--- src/rtl/exc_pkg.sv ---
// Shared types and constants for the exception sequencer.
// EXC_DIV0_EN enables the divide-by-zero vector decode.
package exc_pkg;

  typedef enum logic [2:0] {
    S_IDLE,
    S_FETCH,
    S_CAPTURE,
    S_JUMP,
    S_RET
  } state_t;

  localparam logic [1:0] CAUSE_OPC  = 2'd0;
  localparam logic [1:0] CAUSE_OVF  = 2'd1;
  localparam logic [1:0] CAUSE_DIV0 = 2'd2;
  localparam logic [1:0] CAUSE_NONE = 2'd3;

  localparam logic [31:0] VEC_OPC  = 32'd253;
  localparam logic [31:0] VEC_OVF  = 32'd254;
  localparam logic [31:0] VEC_DIV0 = 32'd255;

  localparam logic [2:0] PCSEL_PC4 = 3'b000;
  localparam logic [2:0] PCSEL_EPC = 3'b011;
  localparam logic [2:0] PCSEL_MEM = 3'b101;

  function automatic logic [31:0] vec_addr(
    input logic [1:0] cause
  );
    logic [31:0] a;
    a = 32'd0;
    case (cause)
      CAUSE_OPC:  a = VEC_OPC;
      CAUSE_OVF:  a = VEC_OVF;
`ifdef EXC_DIV0_EN
      CAUSE_DIV0: a = VEC_DIV0;
`endif
      default:    a = 32'd0;
    endcase
    return a;
  endfunction

endpackage

--- src/rtl/exc_lat_counter.sv ---
// Loadable down-counter timing the vector fetch.
// done is high once the count reaches zero.
module exc_lat_counter #(
  parameter int W = 2
) (
  input  logic         clk,
  input  logic         reset,
  input  logic         load,
  input  logic [W-1:0] load_val,
  input  logic         dec,
  output logic         done
);

  logic [W-1:0] cnt_d, cnt_q;

  always_comb begin
    cnt_d = cnt_q;
    if (load)
      cnt_d = load_val;
    else if (dec && cnt_q != '0)
      cnt_d = cnt_q - 1'b1;
  end

  always_ff @(posedge clk) begin
    if (reset) cnt_q <= '0;
    else       cnt_q <= cnt_d;
  end

  assign done = (cnt_q == '0);

endmodule

--- src/rtl/exc_ctrl.sv ---
// Exception sequencer: saves EPC, fetches the handler byte, drives the PC jump.
// Define EXC_DIV0_EN to also handle exc_div0 (cause 2, vector 255).
module exc_ctrl
  import exc_pkg::*;
#(
  parameter int MEM_LAT = 2
) (
  input  logic        clk,
  input  logic        reset,
  input  logic        exc_opcode,
  input  logic        exc_overflow,
  input  logic        exc_div0,
  input  logic        eret,
  input  logic [31:0] pc_in,
  input  logic [31:0] mem_data_in,
  output logic [31:0] mem_addr,
  output logic        mem_read,
  output logic [31:0] epc_out,
  output logic [31:0] exc_vector,
  output logic [2:0]  pc_sel,
  output logic        pc_write,
  output logic        exc_busy,
  output logic [1:0]  exc_cause
);

  localparam int CW = $clog2(MEM_LAT + 1);
  localparam logic [CW-1:0] LAT_LOAD = CW'(MEM_LAT - 1);

  state_t      state_d, state_q;
  logic [31:0] epc_d, epc_q;
  logic [31:0] vec_d, vec_q;
  logic [1:0]  cause_d, cause_q;
  logic [31:0] mem_addr_d, mem_addr_q;
  logic        mem_read_d, mem_read_q;
  logic [2:0]  pc_sel_d, pc_sel_q;
  logic        pc_write_d, pc_write_q;
  logic        busy_d, busy_q;
  logic [1:0]  new_cause;
  logic        exc_any;
  logic        cnt_load, cnt_dec, cnt_done;

`ifdef EXC_DIV0_EN
  logic unused_in;
  assign unused_in = ^mem_data_in[31:8];
`else
  logic unused_in;
  assign unused_in = ^{mem_data_in[31:8], exc_div0};
`endif

  always_comb begin
    new_cause = CAUSE_NONE;
    priority case (1'b1)
      exc_opcode:   new_cause = CAUSE_OPC;
      exc_overflow: new_cause = CAUSE_OVF;
`ifdef EXC_DIV0_EN
      exc_div0:     new_cause = CAUSE_DIV0;
`endif
      default:      new_cause = CAUSE_NONE;
    endcase
  end

  assign exc_any = (new_cause != CAUSE_NONE);

  exc_lat_counter #(
    .W(CW)
  ) u_cnt (
    .clk      (clk),
    .reset    (reset),
    .load     (cnt_load),
    .load_val (LAT_LOAD),
    .dec      (cnt_dec),
    .done     (cnt_done)
  );

  always_comb begin
    state_d  = state_q;
    epc_d    = epc_q;
    vec_d    = vec_q;
    cause_d  = cause_q;
    cnt_load = 1'b0;
    cnt_dec  = 1'b0;
    unique case (state_q)
      S_IDLE: begin
        if (exc_any) begin
          cause_d  = new_cause;
          epc_d    = pc_in - 32'd4;
          cnt_load = 1'b1;
          state_d  = S_FETCH;
        end else if (eret) begin
          state_d = S_RET;
        end
      end
      S_FETCH: begin
        if (cnt_done) state_d = S_CAPTURE;
        else          cnt_dec = 1'b1;
      end
      S_CAPTURE: begin
        vec_d   = {24'b0, mem_data_in[7:0]};
        state_d = S_JUMP;
      end
      S_JUMP:  state_d = S_IDLE;
      S_RET:   state_d = S_IDLE;
      default: state_d = S_IDLE;
    endcase
  end

  // Outputs are decoded from the next state so they register in step with it.
  always_comb begin
    mem_read_d = (state_d == S_FETCH);
    mem_addr_d = mem_read_d ? vec_addr(cause_d) : 32'd0;
    pc_write_d = (state_d == S_JUMP) || (state_d == S_RET);
    busy_d     = (state_d == S_FETCH) || (state_d == S_CAPTURE)
              || (state_d == S_JUMP);
    pc_sel_d   = PCSEL_PC4;
    unique case (state_d)
      S_JUMP:  pc_sel_d = PCSEL_MEM;
      S_RET:   pc_sel_d = PCSEL_EPC;
      default: pc_sel_d = PCSEL_PC4;
    endcase
  end

  always_ff @(posedge clk) begin
    if (reset) begin
      state_q    <= S_IDLE;
      epc_q      <= 32'd0;
      vec_q      <= 32'd0;
      cause_q    <= CAUSE_NONE;
      mem_addr_q <= 32'd0;
      mem_read_q <= 1'b0;
      pc_sel_q   <= PCSEL_PC4;
      pc_write_q <= 1'b0;
      busy_q     <= 1'b0;
    end else begin
      state_q    <= state_d;
      epc_q      <= epc_d;
      vec_q      <= vec_d;
      cause_q    <= cause_d;
      mem_addr_q <= mem_addr_d;
      mem_read_q <= mem_read_d;
      pc_sel_q   <= pc_sel_d;
      pc_write_q <= pc_write_d;
      busy_q     <= busy_d;
    end
  end

  assign mem_addr   = mem_addr_q;
  assign mem_read   = mem_read_q;
  assign epc_out    = epc_q;
  assign exc_vector = vec_q;
  assign pc_sel     = pc_sel_q;
  assign pc_write   = pc_write_q;
  assign exc_busy   = busy_q;
  assign exc_cause  = cause_q;

endmodule

--- config.mk ---
export PLATFORM = sky130hd
export DESIGN_NAME = exc_ctrl
export DESIGN_NICKNAME = d
export VERILOG_FILES = /design/src/rtl/exc_pkg.sv /design/src/rtl/exc_lat_counter.sv /design/src/rtl/exc_ctrl.sv
export SDC_FILE = /design/constraint.sdc
export NUM_CORES = 1
export LEC_CHECK = 0
export CAP_MARGIN = 20
export CORE_MARGIN = 4
export CORE_UTILIZATION = 38
export CTS_CLUSTER_SIZE = 40
export DETAILED_ROUTE_END_ITERATION = 8
export HOLD_SLACK_MARGIN = 0.05
export PLACE_DENSITY = 0.9
export SLEW_MARGIN = 30
export SYNTH_ARGS = -nofsm -noshare
export SYNTH_HDL_FRONTEND = slang
export SYNTH_SLANG_ARGS = --single-unit
--- constraint.sdc ---
create_clock -name clk -period 2.35 [get_ports clk]
set_input_delay 0.3525 -clock clk [delete_from_list [all_inputs] [get_ports clk]]
set_output_delay 0.3525 -clock clk [all_outputs]
set_load 0.02 [all_outputs]
==> out/metrics.yaml, run 1 <==
outcome: "completed"
synth_commonest_cells: "dfxtp_1, buf_4, nor2_1"
ys_types: 45
slew_violations: 0
start_util_pct: 39.1
numClockSinks: 55
reg2reg_depth: 5
synth.avg_cell_area_sq_um: 8.37
p_per_area_mw_per_mm2: 712
route.detailed.drc: 0
die_h_microns: 97.2
synth_edf_count: 0
cts_root_buf: "clkbuf_8"
period_minus_slack_ns: 2.28
yosysTopAreaCell: "dfxtp_1"
syn-instance-count: 361
wl_per_cell_microns: 14.1
gr-total-overflow: 0
leakage_nw: 1.60
die_area_sq_mm: 0.00945
synth_area_sq_mm: 0.00302
diodes: 0
clock_latency_ns: 0.30
cts_tree: "yes"
synth_compound_area_share_pct: 16.8
fin_crit_sh_pct: 96.9
placed_area_sq_mm: 0.00414
drive_gt1_share_pct: 12.3
r2r_end: "epc_out[17]$_SDFFE_PP0P_"
clock_skew_ns: 0.00592
synth-xor-area-share_pct: 4.06
cp.required_ns: 2.56
setup_slack_ns: 0.0731
hold_viol_final: 0
antenna_found_initial: 0
post-route-util_pct: 55.2
n_fill_cell: 688
core_sq_mm: 0.00773
synth_warnings: 0
drtPass1Iterations: 4
place_congestion: 0.906
setup_violations: 0
drt-initial-drc-count: 105
arrival_ns: 2.49
finalSetupTns_ns: 0
core.rowCount: 32
ys_top_cells_by_area: "dfxtp_1, buf_4, nor2_1"
synth.most_common_cell: "dfxtp_1"
grtUsageTotal_pct: 16.3
grt_max_degree: 55
max_freq_mhz: 439
via_count: 2920
min_path_cells: 2
grt_first_pass_wirelength_microns: 12900
nets: 549
io_pins: 174
place_inst: 572
maxCapViolCount: 0
finalNonFillerCells: 580
grt_pass1_vias: 2686
syn_to_final_growth_pct: 41.0
finalPower_mw: 3.04
io_buffers: 100
irDropWorstVdd_uv: 331
postCtsSetupBuffers: 0
ff2ff_setup_slack_ns: 0.45
drt-vias-per-instance: 5.03
whs_endpoint: "epc_out[1]$_SDFFE_PP0P_"
yosys_most_used_dff: "dfxtp_1"
yosysTopAreaCellShare_pct: 36.4
pre_cts_slack_ns: -0.238
muxShareOfSynthArea_pct: 0
synth_top_family_by_area: "simple AND/OR/NAND/NOR gates"
critical_path_class: "in -> reg"
seq_area_frac_synth_pct: 36.4
holdBufCountCts: 0
htree_levels: 2
crit_path_end_kind: "flip-flop"
antenna_left: 0
maxSlewHeadroom_pct: 57.2
ys_seq_elements: 55
worstHoldPathType: "reg -> reg"
routed_wl_microns: 8190
dieWidth_microns: 97.2
clk_pin_slew_ns: 0.10
async_reset_ff_share_pct: 0
r2r-start: "state_q[0]$_SDFF_PP0_"
start_kind: "input pin"
worst_pin_slew_ns: 0.640
worst-path-max-fanout: 5
rsz0062_at_grt: "false"
cts_buffers: 5
fin_area_sq_mm: 0.00426
synth-adder-area-share_pct: 0.828
worstHoldStart: "epc_out[1]$_SDFFE_PP0P_"
clk_path_buf_depth: 2
place_hpwl_microns: 6480
synthSimpleGateAreaFrac_pct: 24.5
hold_ws_ns: 0.474
-- critical path: stages --
cell,delay [ns]
clkdlybuf4s50_1,0.47
or4_4,0.58
or4_1,0.43
or4_1,0.40
a311oi_1,0.26
-- state kept, by name (all words and copies together), names as in the netlist --
register,cells
epc_out,32
exc_busy,1
exc_cause,2
exc_vector,8
mem_addr,3
mem_read,1
pc_sel,2
pc_write,1
state_q,3
u_cnt.cnt_q,2
-- what timing repair did --
| item | 4_1_cts | 5_1_grt |
|---|---|---|
| hold endpoints to repair | 0 | 0 |
| resized for setup | 0 | 1 |
| setup endpoints to repair | 0 | 1 |
-- cell usage in the layout, fill, tap and decap left out, drive strengths merged, types with 4 or more instances in the layout --
master         netlist  final
nor3                11     11
xor2                11     11
a311oi              11     11
buf                 60     39
nand4                6      6
or3                  7      7
nor4                 9      9
nor2                38     38
nand2b               4      4
clkbuf              16      6
o31ai                7      7
nand2               22     22
nand3                8      8
a21oi               12     12
a211oi              17     17
clkdlybuf4s50        0     99
o21ai               12     12
inv                  5      5
dfxtp               55     55
or4                 12     12
conb                 1     48
-- logic make-up (layout without fill, tap and decap cells) --
group	Yosys count	after routing
simple gates	135	135
buf+inv	81	151
compound gates	73	73
flops	55	55
xor+xnor	14	14
fa+ha+maj	2	2
other cells	1	48
-- how the worst max path moves through the flow --
| stage | cells after the start | slack, ns | to | from |
|---|---|---|---|---|
| finish | 5 | 0.07 | epc_out[25]$_SDFFE_PP0P_ | pc_in[20] |
| floorplan | 5 | 0.29 | epc_out[25]$_SDFFE_PP0P_ | pc_in[18] |
| detailed placement | 8 | -0.24 | epc_out[20]$_SDFFE_PP0P_ | pc_in[2] |
| global route | 6 | 0.05 | epc_out[20]$_SDFFE_PP0P_ | pc_in[13] |
| CTS | 8 | 0.08 | epc_out[20]$_SDFFE_PP0P_ | pc_in[2] |
| global placement | 5 | -0.20 | epc_out[25]$_SDFFE_PP0P_ | pc_in[20] |
-- power breakdown --
group          switching, mW  leakage (nW)  internal, mW
Combinational          0.663          1.09         0.539
Clock                  0.303        0.0612         0.345
Sequential            0.0958         0.454          1.09
-- metal layers --
layer | vias up | routed length (microns) | GRT usage, %
li1 | 1444 | - | -
met1 | 1347 | 3190 | 18.8
met2 | 121 | 4330 | 29.8
met3 | 8 | 613 | 3.88
met4 | 0 | 61 | 4.54
met5 | - | 0 | 0
-- final cells by class --
type | count | area, sq um | area share, %
sequential | 55 | 1100 | 25.8
clock buffer | 6 | 82.6 | 1.94
tap | 102 | 128 | 2.99
multi-input combinational | 272 | 1590 | 37.3
inverter | 5 | 18.8 | 0.440
clock inverter | 2 | 35.0 | 0.822
timing repair buffer | 138 | 1310 | 30.6
No activity file was read; power rests on OpenSTA's default activity.
==> run 2, diff against run 1 <==
--- a/config.mk
+++ b/config.mk
@@ -6,6 +6,7 @@
 export NUM_CORES = 1
 export LEC_CHECK = 0
 export CAP_MARGIN = 20
+export CORE_ASPECT_RATIO = 0.9
 export CORE_MARGIN = 4
 export CORE_UTILIZATION = 38
 export CTS_CLUSTER_SIZE = 40
==> out/metrics.yaml, run 2 (same netlist as run 1, synthesis figures left out) <==
clk_pin_slew_ns: 0.10  # about the same
grtUsageTotal_pct: 17.2  # +0.91 points
route.detailed.drc: 0  # unchanged
core.rowCount: 30  # -6.3%
syn_to_final_growth_pct: 40.6
setup_slack_ns: 0.132  # +0.0589 ns
drt-vias-per-instance: 5.16  # +2.4%
irDropWorstVdd_uv: 355  # +7.3%
crit_path_end_kind: "flip-flop"
die_area_sq_mm: 0.00945  # about the same
crit_top_cell: "or4_1"
place_hpwl_microns: 6600  # +1.8%
holdBufCountCts: 0  # unchanged
postCtsSetupBuffers: 0  # unchanged
wl_per_cell_microns: 14.5  # +2.4%
rsz0062_at_grt: "false"
antenna_found_initial: 0  # unchanged
r2r_end: "epc_out[22]$_SDFFE_PP0P_"
finalSetupTns_ns: 0  # unchanged
hold_viol_final: 0  # unchanged
worstHoldPathType: "reg -> reg"
setup_violations: 0  # unchanged
cts_tree: "yes"
worst_pin_slew_ns: 0.705  # +0.0654 ns
diodes: 0  # unchanged
drive_gt1_share_pct: 12.1  # -0.21 points
cts_buffers: 5  # unchanged
grt_first_pass_wirelength_microns: 13100  # +1.5%
maxSlewHeadroom_pct: 52.3  # -4.9 points
place_congestion: 0.875  # -3.4%
start_kind: "input pin"
numClockSinks: 55  # unchanged
leakage_nw: 1.60  # about the same
hold_ws_ns: 0.482  # +0.00832 ns
grt_pass1_vias: 2791  # +3.9%
pwr-share-clk_pct: 21.2  # -0.2 points
ff2ff_setup_slack_ns: 0.51  # +0.06 ns
clock_skew_ns: 0.00875  # +0.00282 ns
die_h_microns: 92.6  # -4.7%
slew_violations: 0  # unchanged
worstHoldStart: "exc_vector[6]$_SDFFE_PP0N_"
outcome: "completed"
via_count: 2959  # +1.3%
layout_commonest_cell: "clkdlybuf4s50_1"
io_buffers: 100  # unchanged
clk_path_buf_depth: 2  # unchanged
power_frac_seq_pct: 38.9  # about the same
arrival_ns: 2.44  # -0.05 ns
cp.required_ns: 2.57  # about the same
maxCapViolCount: 0  # unchanged
routed_wl_microns: 8300  # +1.4%
period_minus_slack_ns: 2.22  # -0.0589 ns
r2r-start: "state_q[0]$_SDFF_PP0_"
max_freq_mhz: 451  # +2.7%
switching_share_pct: 35.1  # +0.042 points
mostFrequentLayoutCells: "clkdlybuf4s50_1, dfxtp_1, conb_1, nor2_1, buf_4"
dieWidth_microns: 102  # +5.0%
clock_latency_ns: 0.30  # about the same
drtPass1Iterations: 4  # unchanged
crit_path_top_delay_cell: "or4_4"
p_per_area_mw_per_mm2: 715  # +0.35%
path_cells: "clkdlybuf4s50_1, or4_4, or4_1, or4_1, a311oi_1"
min_path_cells: 2  # unchanged
htree_levels: 2  # unchanged
antenna_left: 0  # unchanged
gr-total-overflow: 0  # unchanged
drt-initial-drc-count: 104  # -0.95%
grt_max_degree: 55  # unchanged
nets: 549  # unchanged
max_stage_delay_ns: 0.56  # -0.02 ns
finalPower_mw: 3.04  # about the same
cts_resized: 0  # unchanged
cts_root_buf: "clkbuf_8"
largest_reg_flops: 32  # unchanged
core_sq_mm: 0.00766  # -0.91%
start_util_pct: 39.5  # +0.36 points
intPower_mw: 1.97  # about the same
io_pins: 174  # unchanged
whs_endpoint: "exc_vector[6]$_SDFFE_PP0N_"
n_fill_cell: 717  # +4.2%
critical_path_class: "in -> reg"
comb_power_share_pct: 39.9  # +0.3 points
reg2reg_depth: 5  # unchanged
pre_cts_slack_ns: -0.193  # +0.0453 ns
worst-path-max-fanout: 4  # -1
p_switching_mw: 1.06  # +0.15%
fin_crit_sh_pct: 94.4  # -2.5 points
## run 2: cell counts in the layout (fill, tap and decap cells not counted)
Identical to the previous run, type by type.
## run 2: worst max-delay path: cells and delay by family
kind / cells / cell delay (ns)
AND/OR/NAND/NOR: 3 / 1.42
AO/OA/AOI/OAI: 1 / 0.25
buffers and inverters: 1 / 0.42
## run 2: how the worst max path moves through the flow
| stage | startpoint | to | slack, ns | cells after the start |
|---|---|---|---|---|
| floorplan | pc_in[18] | epc_out[25]$_SDFFE_PP0P_ | 0.29 | 5 |
| global placement | pc_in[20] | epc_out[25]$_SDFFE_PP0P_ | -0.14 | 5 |
| detailed placement | pc_in[20] | epc_out[25]$_SDFFE_PP0P_ | -0.19 | 5 |
| CTS | pc_in[20] | epc_out[25]$_SDFFE_PP0P_ | 0.13 | 5 |
| global route | pc_in[2] | epc_out[20]$_SDFFE_PP0P_ | 0.004 | 7 |
| finish | pc_in[20] | epc_out[25]$_SDFFE_PP0P_ | 0.13 | 5 |
## run 2: final cells by class
cell class | count | area (sq um) | area share, %
clock buffer | 6 | 82.6 | 1.94
clock inverter | 2 | 35.0 | 0.824
inverter | 5 | 18.8 | 0.442
multi-input combinational | 272 | 1590 | 37.3
sequential | 55 | 1100 | 25.9
tap | 96 | 120 | 2.83
timing repair buffer | 138 | 1310 | 30.7
## run 2: power groups by stage
stage | Sequential, mW | Combinational (mW) | Clock (mW)
finish | 1.18 | 1.21 | 0.644
global route | 1.21 | 1.31 | 0.699
CTS | 1.18 | 1.22 | 0.667
detailed placement | 1.20 | 1.22 | 0
global placement | 1.20 | 1.19 | 0
floorplan | 1.36 | 0.563 | 0
## run 2: per-stage QoR
step / utilization [%] / cell area (sq um) / instances
after floorplan: - / 3200 / 408
after global placement: 54.0 / 4130 / 566
after detailed placement: 54.0 / 4130 / 566
after CTS: 55.5 / 4250 / 574
after global routing: 55.5 / 4250 / 574
final: 55.5 / 4250 / 574
## run 2: metal layers
metal / wire length, microns / part of all wire, % / global-route usage (%)
met4: 82 / 0.99 / 5.03
met5: 0 / 0 / 0
met3: 731 / 8.8 / 3.92
met2: 4240 / 51 / 31.6
met1: 3250 / 39 / 19.5
==> run 3, diff against run 2 <==
--- a/config.mk
+++ b/config.mk
@@ -12,7 +12,7 @@
 export CTS_CLUSTER_SIZE = 40
 export DETAILED_ROUTE_END_ITERATION = 8
 export HOLD_SLACK_MARGIN = 0.05
-export PLACE_DENSITY = 0.9
+export PLACE_DENSITY = 0.8
 export SLEW_MARGIN = 30
 export SYNTH_ARGS = -nofsm -noshare
 export SYNTH_HDL_FRONTEND = slang
==> out/metrics.yaml, run 3 (same netlist as run 1, synthesis figures left out) <==
outcome: "completed"
grt_first_pass_wirelength_microns: 12600  # -4.0%
period_minus_slack_ns: 2.24  # +0.0233 ns
cts_buffers: 5  # unchanged
antenna_left: 0  # unchanged
finalPower_mw: 2.94  # -3.2%
syn_to_final_growth_pct: 41.4
place_hpwl_microns: 6250  # -5.3%
slew_violations: 0  # unchanged
core_sq_mm: 0.00766  # unchanged
drtPass1Iterations: 4  # unchanged
die_area_sq_mm: 0.00945  # unchanged
p_per_area_mw_per_mm2: 688  # -3.7%
htree_levels: 2  # unchanged
rsz0062_at_grt: "false"
fin_area_sq_mm: 0.00427  # +0.59%
arrival_ns: 2.45  # about the same
start_kind: "input pin"
fin_crit_sh_pct: 95.4  # +0.99 points
numClockSinks: 55  # unchanged
reg2reg_depth: 5  # unchanged
pre_cts_slack_ns: -0.237  # -0.0438 ns
maxSlewHeadroom_pct: 53.5  # +1.2 points
clk_pin_slew_ns: 0.10  # about the same
largest_reg_flops: 32  # unchanged
worst-path-max-fanout: 11  # +7
setup_violations: 0  # unchanged
grt_max_degree: 55  # unchanged
crit_path_top_delay_cell: "or4_1"
core.rowCount: 30  # unchanged
cts_tree: "yes"
drt-initial-drc-count: 94  # -9.6%
nets: 554  # +0.91%
crit_path_end_kind: "flip-flop"
grtUsageTotal_pct: 16.3  # -0.91 points
antenna_found_initial: 0  # unchanged
routed_wl_microns: 8070  # -2.9%
gr-total-overflow: 0  # unchanged
irDropWorstVdd_uv: 233  # -34%
hold_ws_ns: 0.477  # -0.00595 ns
worstHoldPathType: "reg -> reg"
die_h_microns: 92.6  # unchanged
clk_path_buf_depth: 2  # unchanged
worst_pin_slew_ns: 0.688  # -0.0170 ns
placed_area_sq_mm: 0.00415  # +0.55%
place_congestion: 0.866  # -1.0%
clock_latency_ns: 0.31  # about the same
dieWidth_microns: 102  # unchanged
start_util_pct: 39.5  # unchanged
route.detailed.drc: 0  # unchanged
setup_slack_ns: 0.109  # -0.0233 ns
critical_path_class: "in -> reg"
leakage_nw: 1.61  # +0.76%
path_cells: "clkdlybuf4s50_1, nor4_2, buf_4, nand4bb_1, buf_4, or4_1, a311oi_1"
clock_skew_ns: 0.00547  # -0.00327 ns
drive_gt1_share_pct: 13.3  # +1.1 points
crit_top_cell: "buf_4"
drt-vias-per-instance: 5.07  # -1.7%
min_path_cells: 2  # unchanged
layout_commonest_cell: "clkdlybuf4s50_1"
io_pins: 174  # unchanged
max_freq_mhz: 446  # -1.0%
wl_per_cell_microns: 13.9  # -3.7%
cts_root_buf: "clkbuf_8"
mostFrequentLayoutCells: "clkdlybuf4s50_1, dfxtp_1, conb_1, buf_4, nor2_1"
hold_viol_final: 0  # unchanged
cp.required_ns: 2.56  # about the same
max_stage_delay_ns: 0.47  # -0.09 ns
holdBufCountCts: 0  # unchanged
via_count: 2935  # -0.81%
grt_pass1_vias: 2662  # -4.6%
io_buffers: 100  # unchanged
diodes: 0  # unchanged
maxCapViolCount: 0  # unchanged
==> run 3: cell types whose count changed in the layout (fill, tap and decap cells not counted), sizes merged <==
cell      delta
bufinv       -1
buf          +5
clkinvlp     +1
==> run 3: through the flow <==
| step | setup TNS, ns | utilization (%) | std cells |
|---|---|---|---|
| after floorplan | 0 | - | 408 |
| after global placement | -0.921 | 54.2 | 569 |
| after detailed placement | -1.83 | 54.2 | 569 |
| after CTS | 0 | 55.5 | 577 |
| after global routing | 0 | 55.8 | 579 |
| final | 0 | 55.8 | 579 |
==> run 3: what timing repair did <==
action                                  4_1_cts  5_1_grt
endpoints found under the setup margin        0        2
resized for setup                             0        1
buffers inserted                              0        2
==> run 3: report_power, final <==
part           internal, mW  switching (mW)  leakage (nW)  total, mW
clock network         0.241           0.312        0.0474      0.554
logic                 0.542           0.663          1.11       1.20
registers              1.09          0.0928         0.454       1.18
==> run 3: critical path, delay by kind of cell <==
kind / cells / cell delay [ns]
and+or+nand+nor: 3 / 0.97
buffers and inverters: 3 / 0.83
AOI/OAI and AO/OA: 1 / 0.30
==> run 3: worst paths after layout <==
path,endpoint,slack (ns),start
hold reg to reg,epc_out[0]$_SDFFE_PP0P_,0.48,epc_out[0]$_SDFFE_PP0P_
hold / removal,epc_out[0]$_SDFFE_PP0P_,0.48,epc_out[0]$_SDFFE_PP0P_
setup reg to reg,epc_out[27]$_SDFFE_PP0P_,0.46,state_q[0]$_SDFF_PP0_
setup / recovery,epc_out[27]$_SDFFE_PP0P_,0.11,pc_in[13]
==> run 3: area by class of cell <==
cell class | instances | area [sq um]
repair buffers | 143 | 1340
clock inverters | 2 | 16.3
inverters | 5 | 18.8
clock buffers | 6 | 82.6
fillers | 715 | 3380
multi-input cells | 272 | 1590
flip-flops and latches | 55 | 1100
well taps | 96 | 120
==> run 3: routing by layer <==
metal	vias to the layer above	wire, microns	track usage [%]
li1	1452	-	-
met1	1356	3290	20.4
met2	117	4020	28.3
met3	10	646	2.56
met4	0	115	5.14
met5	-	0	0
